--- config.mk ---
export PLATFORM = sky130hd
export DESIGN_NAME = bottle_fill_ctrl_flat
export DESIGN_NICKNAME = d
export VERILOG_FILES = /design/src/rtl/bottle_pkg.sv /design/src/rtl/bottle_fill_ctrl_if.sv /design/src/rtl/bcd2_counter.sv /design/src/rtl/bottle_fill_ctrl.sv /design/src/flat_wrapper.sv
export SDC_FILE = /design/constraint.sdc
export NUM_CORES = 1
export LEC_CHECK = 0
export ABC_CLOCK_PERIOD_IN_PS = 2300
export BUFFER_PORTS_ARGS = -buffer_cell sky130_fd_sc_hd__buf_2
export CAP_MARGIN = 5
export CORE_MARGIN = 10
export CORE_UTILIZATION = 48
export DETAILED_ROUTE_END_ITERATION = 6
export GPL_TIMING_DRIVEN = 0
export HOLD_SLACK_MARGIN = 0.03
export PLACE_DENSITY = 0.73
export SLEW_MARGIN = 15
export SYNTH_ARGS = -nofsm -noshare
export SYNTH_HDL_FRONTEND = slang
export SYNTH_SLANG_ARGS = --single-unit
export TNS_END_PERCENT = 20
--- constraint.sdc ---
create_clock -name CLK -period 2.3 [get_ports CLK]
set_input_delay 0.46 -clock CLK [delete_from_list [all_inputs] [get_ports CLK]]
set_output_delay 0.46 -clock CLK [all_outputs]
set_load 0.02 [all_outputs]
--- src/rtl/bottle_pkg.sv ---
// Shared types and helpers for the bottle-filling controller.
//   state_e   : controller states
//   bcd_t     : one BCD digit
//   BCD_MAX   : largest legal BCD digit
//   bcd_clamp : limits a digit to 0..9
package bottle_pkg;

  typedef enum logic [1:0] {
    IDLE,
    WAIT_BOTTLE,
    FILL,
    ADVANCE
  } state_e;

  typedef logic [3:0] bcd_t;

  localparam bcd_t BCD_MAX = 4'd9;

  function automatic bcd_t bcd_clamp(input bcd_t d);
    return (d > BCD_MAX) ? BCD_MAX : d;
  endfunction

endpackage

--- src/rtl/bottle_fill_ctrl_if.sv ---
// Signal bundle between the controller and its surroundings (limit logic,
// pill sensor, valve driver, conveyor).
//   master : drives EN_work, EN_set, start, pill, maxL/maxH, bottle_ready
//   slave  : the controller; drives valve_open, advance, full, busy, err,
//            numL/numH (pills in bottle), totL/totH (bottles done)
interface bottle_fill_ctrl_if;
  import bottle_pkg::*;

  logic EN_work;
  logic EN_set;
  logic start;
  logic pill;
  bcd_t maxL;
  bcd_t maxH;
  logic bottle_ready;

  logic valve_open;
  logic advance;
  logic full;
  logic busy;
  logic err;
  bcd_t numL;
  bcd_t numH;
  bcd_t totL;
  bcd_t totH;

  modport master (
    output EN_work, EN_set, start, pill, maxL, maxH, bottle_ready,
    input  valve_open, advance, full, busy, err, numL, numH, totL, totH
  );

  modport slave (
    input  EN_work, EN_set, start, pill, maxL, maxH, bottle_ready,
    output valve_open, advance, full, busy, err, numL, numH, totL, totH
  );

endinterface

--- src/rtl/bcd2_counter.sv ---
// Two-digit BCD counter, 00..99, wrapping to 00.
//   clk, rst_n         : clock, async active-low reset
//   i_clr              : synchronous clear (wins over i_inc)
//   i_inc              : count up by one
//   o_lo, o_hi         : current value
//   o_nxt_lo, o_nxt_hi : value after one increment (for look-ahead compare)
//   o_carry            : high when i_inc wraps 99 -> 00
module bcd2_counter
  import bottle_pkg::*;
(
  input  logic clk,
  input  logic rst_n,
  input  logic i_clr,
  input  logic i_inc,
  output bcd_t o_lo,
  output bcd_t o_hi,
  output bcd_t o_nxt_lo,
  output bcd_t o_nxt_hi,
  output logic o_carry
);

  bcd_t r_lo;
  bcd_t r_hi;
  bcd_t w_nxt_lo;
  bcd_t w_nxt_hi;
  logic w_wrap;

  // NOTE: every signal written in always_comb gets a default first, so no
  // path can leave it unassigned and infer a latch.
  always_comb begin
    w_nxt_lo = r_lo + 4'd1;
    w_nxt_hi = r_hi;
    w_wrap   = 1'b0;
    if (r_lo == BCD_MAX) begin
      w_nxt_lo = 4'd0;
      if (r_hi == BCD_MAX) begin
        w_nxt_hi = 4'd0;
        w_wrap   = 1'b1;
      end else begin
        w_nxt_hi = r_hi + 4'd1;
      end
    end
  end

  // NOTE: sequential state is updated with non-blocking assignments so every
  // flop samples the pre-edge values of its neighbours.
  always_ff @(posedge clk or negedge rst_n) begin
    if (!rst_n) begin
      r_lo <= 4'd0;
      r_hi <= 4'd0;
    end else if (i_clr) begin
      r_lo <= 4'd0;
      r_hi <= 4'd0;
    end else if (i_inc) begin
      r_lo <= w_nxt_lo;
      r_hi <= w_nxt_hi;
    end
  end

  assign o_lo     = r_lo;
  assign o_hi     = r_hi;
  assign o_nxt_lo = w_nxt_lo;
  assign o_nxt_hi = w_nxt_hi;
  assign o_carry  = i_inc && !i_clr && w_wrap;

endmodule

--- src/rtl/bottle_fill_ctrl.sv ---
// Bottle-filling sequencer: latches the per-bottle pill limit on start, opens
// the valve on an empty bottle, counts pills to the limit, then asks the
// conveyor to advance. Keeps a running BCD count of completed bottles.
//   CLK, RST_n : clock, async active-low reset
//   bus        : controller side of bottle_fill_ctrl_if (all outputs registered)
module bottle_fill_ctrl
  import bottle_pkg::*;
(
  input  logic               CLK,
  input  logic               RST_n,
  bottle_fill_ctrl_if.slave  bus
);

  state_e r_state;
  state_e w_next;
  bcd_t   r_tgt_h;
  bcd_t   r_tgt_l;
  logic   r_valve;
  logic   r_adv;
  logic   r_full;
  logic   r_busy;
  logic   r_err;

  bcd_t   w_lim_h;
  bcd_t   w_lim_l;
  logic   w_abort;
  logic   w_accept;
  logic   w_num_clr;
  logic   w_num_inc;
  logic   w_done;
  logic   w_err_set;

  bcd_t   w_num_l;
  bcd_t   w_num_h;
  bcd_t   w_num_nxt_l;
  bcd_t   w_num_nxt_h;
  bcd_t   w_tot_l;
  bcd_t   w_tot_h;
  logic   w_num_carry_unused;
  logic   w_tot_carry_unused;
  logic [7:0] w_tot_nxt_unused;

  always_comb begin
    w_next    = r_state;
    w_accept  = 1'b0;
    w_num_clr = 1'b0;
    w_num_inc = 1'b0;
    w_done    = 1'b0;
    w_lim_h   = bcd_clamp(bus.maxH);
    w_lim_l   = bcd_clamp(bus.maxL);
    // Abort outranks everything in a running state, including a pill or a
    // completing pill in the same cycle.
    w_abort   = (r_state != IDLE) && (!bus.EN_work || bus.EN_set);
    w_err_set = bus.pill && !w_abort && (r_state != FILL);

    if (w_abort) begin
      w_next = IDLE;
    end else begin
      case (r_state)
        IDLE: begin
          if (bus.start && bus.EN_work && !bus.EN_set &&
              ({w_lim_h, w_lim_l} != 8'h00)) begin
            w_accept  = 1'b1;
            w_num_clr = 1'b1;
            w_next    = WAIT_BOTTLE;
          end
        end
        WAIT_BOTTLE: begin
          if (bus.bottle_ready) begin
            w_num_clr = 1'b1;
            w_next    = FILL;
          end
        end
        FILL: begin
          if (bus.pill) begin
            w_num_inc = 1'b1;
            // num never exceeds the target, so look-ahead equality suffices.
            if ({w_num_nxt_h, w_num_nxt_l} == {r_tgt_h, r_tgt_l}) begin
              w_done = 1'b1;
              w_next = ADVANCE;
            end
          end
        end
        ADVANCE: begin
          if (!bus.bottle_ready) w_next = WAIT_BOTTLE;
        end
        default: w_next = IDLE;
      endcase
    end
  end

  // NOTE: only the control flops and target need reset here; the design holds
  // no memory arrays, so every storage element is cleared asynchronously.
  always_ff @(posedge CLK or negedge RST_n) begin
    if (!RST_n) begin
      r_state <= IDLE;
      r_tgt_h <= 4'd0;
      r_tgt_l <= 4'd0;
      r_valve <= 1'b0;
      r_adv   <= 1'b0;
      r_full  <= 1'b0;
      r_busy  <= 1'b0;
      r_err   <= 1'b0;
    end else begin
      r_state <= w_next;
      if (w_accept) begin
        r_tgt_h <= w_lim_h;
        r_tgt_l <= w_lim_l;
      end
      // Outputs decode the next state so they line up with the state itself.
      r_valve <= (w_next == FILL);
      r_adv   <= (w_next == ADVANCE);
      r_busy  <= (w_next != IDLE);
      r_full  <= w_done;
      r_err   <= (r_err && !w_accept) || w_err_set;
    end
  end

  bcd2_counter u_num (
    .clk      (CLK),
    .rst_n    (RST_n),
    .i_clr    (w_num_clr),
    .i_inc    (w_num_inc),
    .o_lo     (w_num_l),
    .o_hi     (w_num_h),
    .o_nxt_lo (w_num_nxt_l),
    .o_nxt_hi (w_num_nxt_h),
    .o_carry  (w_num_carry_unused)
  );

  bcd2_counter u_tot (
    .clk      (CLK),
    .rst_n    (RST_n),
    .i_clr    (1'b0),
    .i_inc    (w_done),
    .o_lo     (w_tot_l),
    .o_hi     (w_tot_h),
    .o_nxt_lo (w_tot_nxt_unused[3:0]),
    .o_nxt_hi (w_tot_nxt_unused[7:4]),
    .o_carry  (w_tot_carry_unused)
  );

  assign bus.valve_open = r_valve;
  assign bus.advance    = r_adv;
  assign bus.full       = r_full;
  assign bus.busy       = r_busy;
  assign bus.err        = r_err;
  assign bus.numL       = w_num_l;
  assign bus.numH       = w_num_h;
  assign bus.totL       = w_tot_l;
  assign bus.totH       = w_tot_h;

endmodule

--- src/flat_wrapper.sv ---
// flat-port wrapper written by rule: the top's interface ports become plain ports
module bottle_fill_ctrl_flat import bottle_pkg::*;
  (CLK, RST_n, bus_EN_work, bus_EN_set, bus_start, bus_pill, bus_maxL, bus_maxH, bus_bottle_ready, bus_valve_open, bus_advance, bus_full, bus_busy, bus_err, bus_numL, bus_numH, bus_totL, bus_totH);
  bottle_fill_ctrl_if bus_i ();
  input  logic CLK;
  input  logic RST_n;
  input wire logic [$bits(bus_i.EN_work)-1:0] bus_EN_work;
  input wire logic [$bits(bus_i.EN_set)-1:0] bus_EN_set;
  input wire logic [$bits(bus_i.start)-1:0] bus_start;
  input wire logic [$bits(bus_i.pill)-1:0] bus_pill;
  input wire logic [$bits(bus_i.maxL)-1:0] bus_maxL;
  input wire logic [$bits(bus_i.maxH)-1:0] bus_maxH;
  input wire logic [$bits(bus_i.bottle_ready)-1:0] bus_bottle_ready;
  output wire logic [$bits(bus_i.valve_open)-1:0] bus_valve_open;
  output wire logic [$bits(bus_i.advance)-1:0] bus_advance;
  output wire logic [$bits(bus_i.full)-1:0] bus_full;
  output wire logic [$bits(bus_i.busy)-1:0] bus_busy;
  output wire logic [$bits(bus_i.err)-1:0] bus_err;
  output wire logic [$bits(bus_i.numL)-1:0] bus_numL;
  output wire logic [$bits(bus_i.numH)-1:0] bus_numH;
  output wire logic [$bits(bus_i.totL)-1:0] bus_totL;
  output wire logic [$bits(bus_i.totH)-1:0] bus_totH;
  assign bus_i.EN_work = bus_EN_work;
  assign bus_i.EN_set = bus_EN_set;
  assign bus_i.start = bus_start;
  assign bus_i.pill = bus_pill;
  assign bus_i.maxL = bus_maxL;
  assign bus_i.maxH = bus_maxH;
  assign bus_i.bottle_ready = bus_bottle_ready;
  assign bus_valve_open = bus_i.valve_open;
  assign bus_advance = bus_i.advance;
  assign bus_full = bus_i.full;
  assign bus_busy = bus_i.busy;
  assign bus_err = bus_i.err;
  assign bus_numL = bus_i.numL;
  assign bus_numH = bus_i.numH;
  assign bus_totL = bus_i.totL;
  assign bus_totH = bus_i.totH;
  bottle_fill_ctrl u_core (.CLK(CLK), .RST_n(RST_n), .bus(bus_i));
endmodule
==> reports/qor.yml, run 1 <==
h-tree-depth: 2
coreArea_um2: 3970
power_frac_clock: 0.430
min_period_over_period: 1.01
timing.final.ws_setup_ns: -0.0291
grtUsageTotal: 0.137
yosysTopAreaCell: "dfrtp_1"
cts_buffer_depth: 2
antenna_found_initial: 0
maxSlewHeadroom: 0.490
antenna_cells: 0
drtIter0Drc: 102
grt_pass1_vias: 1748
p_comb_frac: 0.157
p_per_area_nw_per_um2: 599
grt_start_max_net_pins: 32
globalplace.congestion: 0.858
rsz0062_at_grt: "yes"
worst-path-max-fanout: 8
syn_avg_cell_area_um2: 8.87
port_buffers: 35
power_switching_mw: 0.390
outcome: "finished, violations left"
ff_latch_area_um2: 783
cts_tree: "built"
p_sw_frac: 0.260
drv_cap: 0
synth_area_leaders: "dfrtp_1 (39%), a21oi_1 (3.8%), nor2_1 (3.8%)"
cp.required_ns: 2.48
routed_wirelength_um: 4770
r2r_cells: 7
cts_root_buf: "clkbuf_8"
initial_utilization: 0.496
hp-class: "input port to asynchronous set/reset pin"
fp.dieH_um: 84.1
viasPerCell: 5.56
place_hpwl_um: 3280
ys_async_sr_fraction: 1.00
p_int_mw: 1.11
fmax_mhz: 429
r2r_start: "u_core.u_num.o_lo[1]"
clock_skew_ns: 0.00437
setup_viol: 1
critPathKind: "register to register"
cts_buffers: 5
layout.cells.non_filler: 326
cts_hold_buf: 0
syn2layout_area_growth_pct: 27.2
synth_flop_cell: "dfrtp_1"
dpl.cell_count: 307
finalPower_mw: 1.50
yosysMostFrequentCell: "dfrtp_1"
hold_viol: 0
drtAntennaViolNets: 0
drive_above_1_share: 0.308
ys_seq_area_frac: 0.394
synth_cells: 222
yosys_warnings: 0
timing.critical_path.to: "u_core.u_tot.o_hi[1]"
cellLeakagePower_nw: 1.15
rows: 23
avgRoutedWirePerCell_um: 14.6
period_needed_ns: 2.33
worst_setup_path_start_kind: "register"
synth.net_count: 239
ir_drop_mv: 0.428
syn_area_um2: 1970
firstDrtPassIters: 4
synth_top_area_frac: 0.394
clk_pin_slew_worst_paths_ns: 0.07
cp-end-kind: "register"
synth_edf_count: 0
pre_cts_slack_ns: -0.181
tightest_slew_ns: 0.765
violations: "setup timing"
yosys-top-cells-count: "dfrtp_1 (31), nor2_1 (20), nand2_1 (19)"
vias: 1814
drc: 0
ys_ff_latch: 31
grt_pass1_wl_um: 8250
r2r_end: "u_core.u_tot.o_hi[1]"
p_seq_frac: 0.414
nFillCells: 351
ios: 36
dieArea_um2: 7070
startpoint: "u_core.u_num.o_lo[1]"
die_x_um: 84.1
grt_overflow: 0
clk_latency_ns: 0.29
multi_input_comb_area_um2: 1180
ff2ff_setup_slack_ns: -0.03
ys_types: 48
slew_viol_final: 0
cts.sinks: 31
nNetsFinal: 292
critPathArrivalTime_ns: 2.51
## metal layers
metal,GRT usage,part of all wire,up-vias
met5,0,0,-
met3,0.0313,0.042,7
met2,0.229,0.48,41
li1,-,-,915
met4,0.0457,0.012,0
met1,0.168,0.46,851
## sequential cells by signal, indices dropped and copies added (netlist names)
| name | cells |
|---|---|
| u_core.bus.advance | 1 |
| u_core.bus.busy | 1 |
| u_core.bus.err | 1 |
| u_core.bus.full | 1 |
| u_core.bus.valve_open | 1 |
| u_core.r_state | 2 |
| u_core.r_tgt_h | 4 |
| u_core.r_tgt_l | 4 |
| u_core.u_num.o_hi | 4 |
| u_core.u_num.o_lo | 4 |
| u_core.u_tot.o_hi | 4 |
| u_core.u_tot.o_lo | 4 |
## how the worst min path moves through the flow
| stage | end | slack, ns | cells after the start |
|---|---|---|---|
| after floorplan | u_core.bus.advance | 0.16 | 0 |
| after global placement | u_core.r_tgt_l[0] | 0.48 | 2 |
| after detailed placement | u_core.bus.err | 0.50 | 1 |
| after CTS | u_core.bus.full | 0.24 | 1 |
| after global routing | u_core.u_tot.o_hi[0] | 0.28 | 1 |
| final | u_core.u_tot.o_hi[1] | 0.21 | 1 |
## layout make-up
| class | count | share of cell area |
|---|---|---|
| Multi-Input combinational cell | 175 | 0.473 |
| Sequential cell | 31 | 0.313 |
| Timing Repair Buffer | 49 | 0.112 |
| Clock buffer | 5 | 0.0275 |
| Clock inverter | 3 | 0.0270 |
| Tap cell | 50 | 0.0250 |
| Inverter | 8 | 0.0120 |
| Buffer | 5 | 0.0105 |
## layout by cell type (no fill, tap or decap), types with 3 or more instances in the layout
cell       n
clkbuf_8   5
nor2b_1    9
a21oi_1   13
o211ai_1   6
o21a_1     4
dfrtp_2    6
nor4_1     4
buf_4     12
inv_1      7
o21ai_0   14
nor2_1    20
nand2b_1  11
mux2_2     3
nor3_1     9
dfrtp_1   25
buf_2     35
clkbuf_1   4
nand4_1    3
nand2_1   19
xor2_1     5
nand3_1    6
and3_1     3
## worst max-delay path, cell delays in order (launching register included)
cell and delay (ns):
dfrtp_2 0.45, and4bb_1 0.33, buf_6 0.16, a21oi_2 0.07
nor4_2 0.30, o21ai_2 0.16, or4_4 0.45, mux2_4 0.30
## through the flow
| step | TNS (ns) | cell area [um2] | util | hold WS [ns] |
|---|---|---|---|---|
| finish | -0.0291 | 2500 | 0.631 | 0.206 |
| global route | -0.494 | 2500 | 0.631 | 0.281 |
| CTS | 0 | 2460 | 0.621 | 0.245 |
| detailed placement | -0.280 | 2220 | 0.560 | 0.499 |
| global placement | -0.260 | 2220 | 0.560 | 0.484 |
| floorplan | -0.105 | 1980 | - | 0.164 |
## cell families (layout without fill, tap and decap cells)
family,Yosys count,after routing,synth area share
buffers and inverters,16,70,0.0394
DFF,31,31,0.394
muxes,7,7,0.0464
xor gates and xnor gates,7,7,0.0311
AOI/OAI and AO/OA,58,58,0.194
adders and majority gates,2,2,0.0127
and+or+nand+nor,101,101,0.283
## power by group through the flow
| stage | logic [mW] | registers [mW] | clock network [mW] |
|---|---|---|---|
| floorplan | 0.146 | 0.623 | 0 |
| global placement | 0.207 | 0.626 | 0 |
| detailed placement | 0.212 | 0.628 | 0 |
| CTS | 0.228 | 0.620 | 0.652 |
| global route | 0.263 | 0.627 | 0.677 |
| finish | 0.235 | 0.621 | 0.645 |
## what timing repair did
action	in CTS	in global routing
endpoints found under the setup margin	3	9
setup buffers	10	4
gates resized for setup	13	4
endpoints found under the hold margin	0	0
pin swaps	7	3
cloned	0	0
Note: power is estimated with default switching activity, not from simulation.
==> inputs of run 2 (changes only) <==
--- a/config.mk
+++ b/config.mk
@@ -6,8 +6,9 @@
 export NUM_CORES = 1
 export LEC_CHECK = 0
 export ABC_CLOCK_PERIOD_IN_PS = 2300
-export BUFFER_PORTS_ARGS = -buffer_cell sky130_fd_sc_hd__buf_2
+export BUFFER_PORTS_ARGS = -buffer_cell sky130_fd_sc_hd__clkbuf_2
 export CAP_MARGIN = 5
+export CORE_ASPECT_RATIO = 1.25
 export CORE_MARGIN = 10
 export CORE_UTILIZATION = 48
 export DETAILED_ROUTE_END_ITERATION = 6
==> reports/qor.yml, run 2 (synthesis results as in run 1) <==
use_met2: 0.239
initial_utilization: 0.488
layout.cells.non_filler: 336
cts_root_buf: "clkbuf_8"
place_hpwl_um: 3360
holdWs_ns: 0.244
cp.required_ns: 2.47
drtIter0Drc: 128
grt_pass1_wl_um: 8450
h-tree-depth: 2
port_buffers: 35
fp.dieH_um: 91.6
final_common_cell: "clkbuf_2"
rows: 26
die_x_um: 77.3
ir_drop_mv: 0.356
cts_buffers: 5
syn2layout_area_growth_pct: 28.9
slew_viol_final: 0
critPathArrivalTime_ns: 2.49
pre_cts_slack_ns: -0.179
viasPerCell: 5.53
drtAntennaViolNets: 0
cts.sinks: 31
ios: 36
tightest_slew_ns: 0.783
rsz0062_at_grt: "yes"
grt_pass1_vias: 1848
layout_common_cells: "clkbuf_2 (36), dfrtp_1 (25), nor2_1 (20)"
dieArea_um2: 7080
cts_buffer_depth: 2
nFillCells: 363
placed_area_um2: 2230
startpoint: "u_core.u_num.o_lo[1]"
clk_pin_slew_worst_paths_ns: 0.08
grtUsageMet1: 0.165
setup_viol: 1
timing.final.ws_setup_ns: -0.0126
avgRoutedWirePerCell_um: 14.6
design_area_um2: 2540
drive_above_1_share: 0.318
r2r_start: "u_core.u_num.o_lo[1]"
dpl.cell_count: 313
outcome: "finished, violations left"
finalPower_mw: 1.51
clock_skew_ns: 0.0107
vias: 1857
cp-end-kind: "register"
period_needed_ns: 2.31
coreArea_um2: 4030
critPathKind: "register to register"
clk_latency_ns: 0.29
antenna_found_initial: 0
grt_start_max_net_pins: 32
drv_cap: 0
grtUsageMet3: 0.0430
drc: 0
hp-class: "input port to asynchronous set/reset pin"
fmax_mhz: 432
cts_tree: "built"
worst-path-max-fanout: 6
top_usage_layer: "met2"
multi_input_comb_area_um2: 1180
worst_setup_path_start_kind: "register"
nNetsFinal: 296
min_period_over_period: 1.01
cellLeakagePower_nw: 1.15
ff_latch_area_um2: 783
p_per_area_nw_per_um2: 595
hold_viol: 0
violations: "setup timing"
grt_overflow: 0
antenna_cells: 0
maxSlewHeadroom: 0.478
firstDrtPassIters: 4
globalplace.congestion: 0.828
routed_wirelength_um: 4900
grtUsageTotal: 0.144
-- run 2: what timing repair did --
item                                    4_1_cts  5_1_grt
hold buffers                                  0        0
gates resized for setup                      10        5
cloned                                        1        0
endpoints found under the setup margin        3        8
buffers inserted                             15        3
pin swaps                                     8        3
-- run 2: metal layers --
| layer | vias to the layer above | share of wire |
|---|---|---|
| met5 | - | 0 |
| met4 | 0 | 0.015 |
| met3 | 9 | 0.042 |
| met2 | 48 | 0.49 |
| met1 | 877 | 0.45 |
| li1 | 923 | - |
-- run 2: path summary, 6_finish.rpt --
kind,endpoint,slack (ns),depth (start not counted)
setup / recovery,u_core.u_tot.o_hi[1],-0.01,7
hold / removal,u_core.bus.full,0.24,1
setup reg to reg,u_core.u_tot.o_hi[1],-0.01,7
hold reg to reg,u_core.r_tgt_l[0],0.52,2
max in group asynchronous,u_core.u_num.o_hi[0],1.51,1
min in group CLK,u_core.bus.err,0.43,2
-- run 2: metrics by stage --
step / utilization / setup TNS, ns
finish: 0.629 / -0.0126
global route: 0.629 / -0.259
CTS: 0.622 / 0
detailed placement: 0.553 / -0.260
global placement: 0.553 / -0.264
floorplan: - / -0.105
-- run 2: final cells by class --
cell class / count / area share
clock inverter: 3 / 0.0266
inverter: 8 / 0.0118
clock buffer: 5 / 0.0271
tap: 56 / 0.0276
multi-input combinational: 175 / 0.466
buffer: 4 / 0.00887
timing repair buffer: 54 / 0.123
sequential: 31 / 0.309
-- run 2: critical path, cell delays in order, from the launching register on --
cell	delay, ns
dfrtp_2	0.44
and4bb_2	0.35
buf_6	0.13
a21oi_1	0.08
o211ai_2	0.24
o211ai_4	0.11
or4_4	0.54
mux2_4	0.30
-- run 2: where the power goes --
part           internal (mW)  leakage, nW  switching (mW)
sequential             0.581        0.396          0.0385
clock                  0.432       0.0644           0.219
combinational          0.101        0.695           0.139
total                   1.11         1.15           0.397
==> inputs of run 3 (changes only) <==
--- a/config.mk
+++ b/config.mk
@@ -10,11 +10,11 @@
 export CAP_MARGIN = 5
 export CORE_ASPECT_RATIO = 1.25
 export CORE_MARGIN = 10
-export CORE_UTILIZATION = 48
+export CORE_UTILIZATION = 45
 export DETAILED_ROUTE_END_ITERATION = 6
 export GPL_TIMING_DRIVEN = 0
 export HOLD_SLACK_MARGIN = 0.03
-export PLACE_DENSITY = 0.73
+export PLACE_DENSITY = 0.69
 export SLEW_MARGIN = 15
 export SYNTH_ARGS = -nofsm -noshare
 export SYNTH_HDL_FRONTEND = slang
==> reports/qor.yml, run 3 (synthesis results as in run 1) <==
layout.cells.non_filler: 332
clk_latency_ns: 0.29
maxSlewHeadroom: 0.484
globalplace.congestion: 0.843
cp-end-kind: "register"
min_period_over_period: 1.01
coreArea_um2: 4160
dieArea_um2: 7440
p_seq_frac: 0.409
multi_input_comb_area_um2: 1200
initial_utilization: 0.473
ff_latch_area_um2: 783
grt_pass1_vias: 1908
ir_drop_mv: 0.460
place_hpwl_um: 3450
syn2layout_area_growth_pct: 28.1
p_comb_frac: 0.159
slew_viol_final: 0
timing.final.ws_setup_ns: -0.0327
cts_root_buf: "clkbuf_8"
worst_setup_path_start_kind: "register"
grtUsageTotal: 0.143
dpl.cell_count: 313
grt_overflow: 0
cts_buffer_depth: 2
nFillCells: 400
vias: 1863
final_common_cell: "clkbuf_2"
h-tree-depth: 2
finalPower_mw: 1.52
cp.required_ns: 2.48
rsz0062_at_grt: "yes"
viasPerCell: 5.61
hold_viol: 0
period_needed_ns: 2.33
avgRoutedWirePerCell_um: 15.4
violations: "setup timing"
drv_cap: 0
power_switching_mw: 0.404
ios: 36
crit_path_max_incr_delay_ns: 0.46
hp-class: "input port to asynchronous set/reset pin"
critPathArrivalTime_ns: 2.51
drtIter0Drc: 142
crit_slowest_cell: "dfrtp_2"
clock_skew_ns: 0.0102
tightest_slew_ns: 0.774
clk_pin_slew_worst_paths_ns: 0.07
holdWs_ns: 0.226
drtAntennaViolNets: 0
p_per_area_nw_per_um2: 601
cts_buffers: 5
placed_area_um2: 2230
layout_common_cells: "clkbuf_2 (36), dfrtp_1 (25), nor2_1 (20)"
p_int_mw: 1.11
routed_wirelength_um: 5120
crit_family: "simple AND/OR/NAND/NOR gates"
cellLeakagePower_nw: 1.14
nNetsFinal: 292
fmax_mhz: 429
path_cells: "and4bb_2 > buf_6 > a21oi_2 > nor4_2 > o21ai_2 > or4_4 > mux2_4"
design_area_um2: 2520
grt_start_max_net_pins: 32
die_x_um: 79.2
fin_setup_tns_ns: -0.0327
firstDrtPassIters: 4
pre_cts_slack_ns: -0.194
port_buffers: 35
critPathKind: "register to register"
fp.dieH_um: 94.0
worst-path-max-fanout: 9
antenna_found_initial: 0
drive_above_1_share: 0.333
grt_pass1_wl_um: 8680
antenna_cells: 0
utilization: 0.606
ff2ff_setup_slack_ns: -0.03
cts_tree: "built"
power_frac_clock: 0.432
path_buf_inv: 1
cts.sinks: 31
setup_viol: 1
outcome: "finished, violations left"
rows: 26
p_sw_frac: 0.266
drc: 0
==> run 3: power groups by stage <==
stage	sequential, mW	combinational [mW]	clock (mW)
finish	0.622	0.241	0.655
global route	0.628	0.269	0.683
CTS	0.620	0.236	0.658
detailed placement	0.627	0.213	0
global placement	0.626	0.208	0
floorplan	0.623	0.146	0
==> run 3: final timing paths <==
check                                      from                   end  cells after the start
min in group CLK                       bus_pill        u_core.bus.err                      2
setup / recovery           u_core.u_num.o_lo[1]  u_core.u_tot.o_hi[1]                      7
hold reg to reg               u_core.r_tgt_l[0]     u_core.r_tgt_l[0]                      2
hold / removal                            RST_n    u_core.bus.advance                      1
setup reg to reg           u_core.u_num.o_lo[1]  u_core.u_tot.o_hi[1]                      7
max in group asynchronous                 RST_n  u_core.u_num.o_lo[2]                      1
==> run 3: layer usage <==
| metal | track usage | wire, um |
|---|---|---|
| met1 | 0.160 | 2200 |
| met2 | 0.240 | 2560 |
| met3 | 0.0431 | 218 |
| met4 | 0.0704 | 140 |
| met5 | 0 | 0 |
==> run 3: area by class of cell <==
| type | count | area share |
|---|---|---|
| sequential | 31 | 0.310 |
| clock buffer | 5 | 0.0273 |
| timing repair buffer | 49 | 0.109 |
| tap | 56 | 0.0278 |
| buffer | 5 | 0.0109 |
| inverter | 8 | 0.0119 |
| multi-input combinational | 175 | 0.476 |
| clock inverter | 3 | 0.0268 |
==> run 3: repair_timing <==
| item | CTS | global route |
|---|---|---|
| setup endpoints to repair | 4 | 9 |
| hold endpoints to repair | 0 | 0 |
| pin swaps | 11 | 0 |
| gates cloned | 1 | 0 |
| hold buffers | 0 | 0 |
| setup buffers | 13 | 0 |
| gates resized for setup | 15 | 9 |
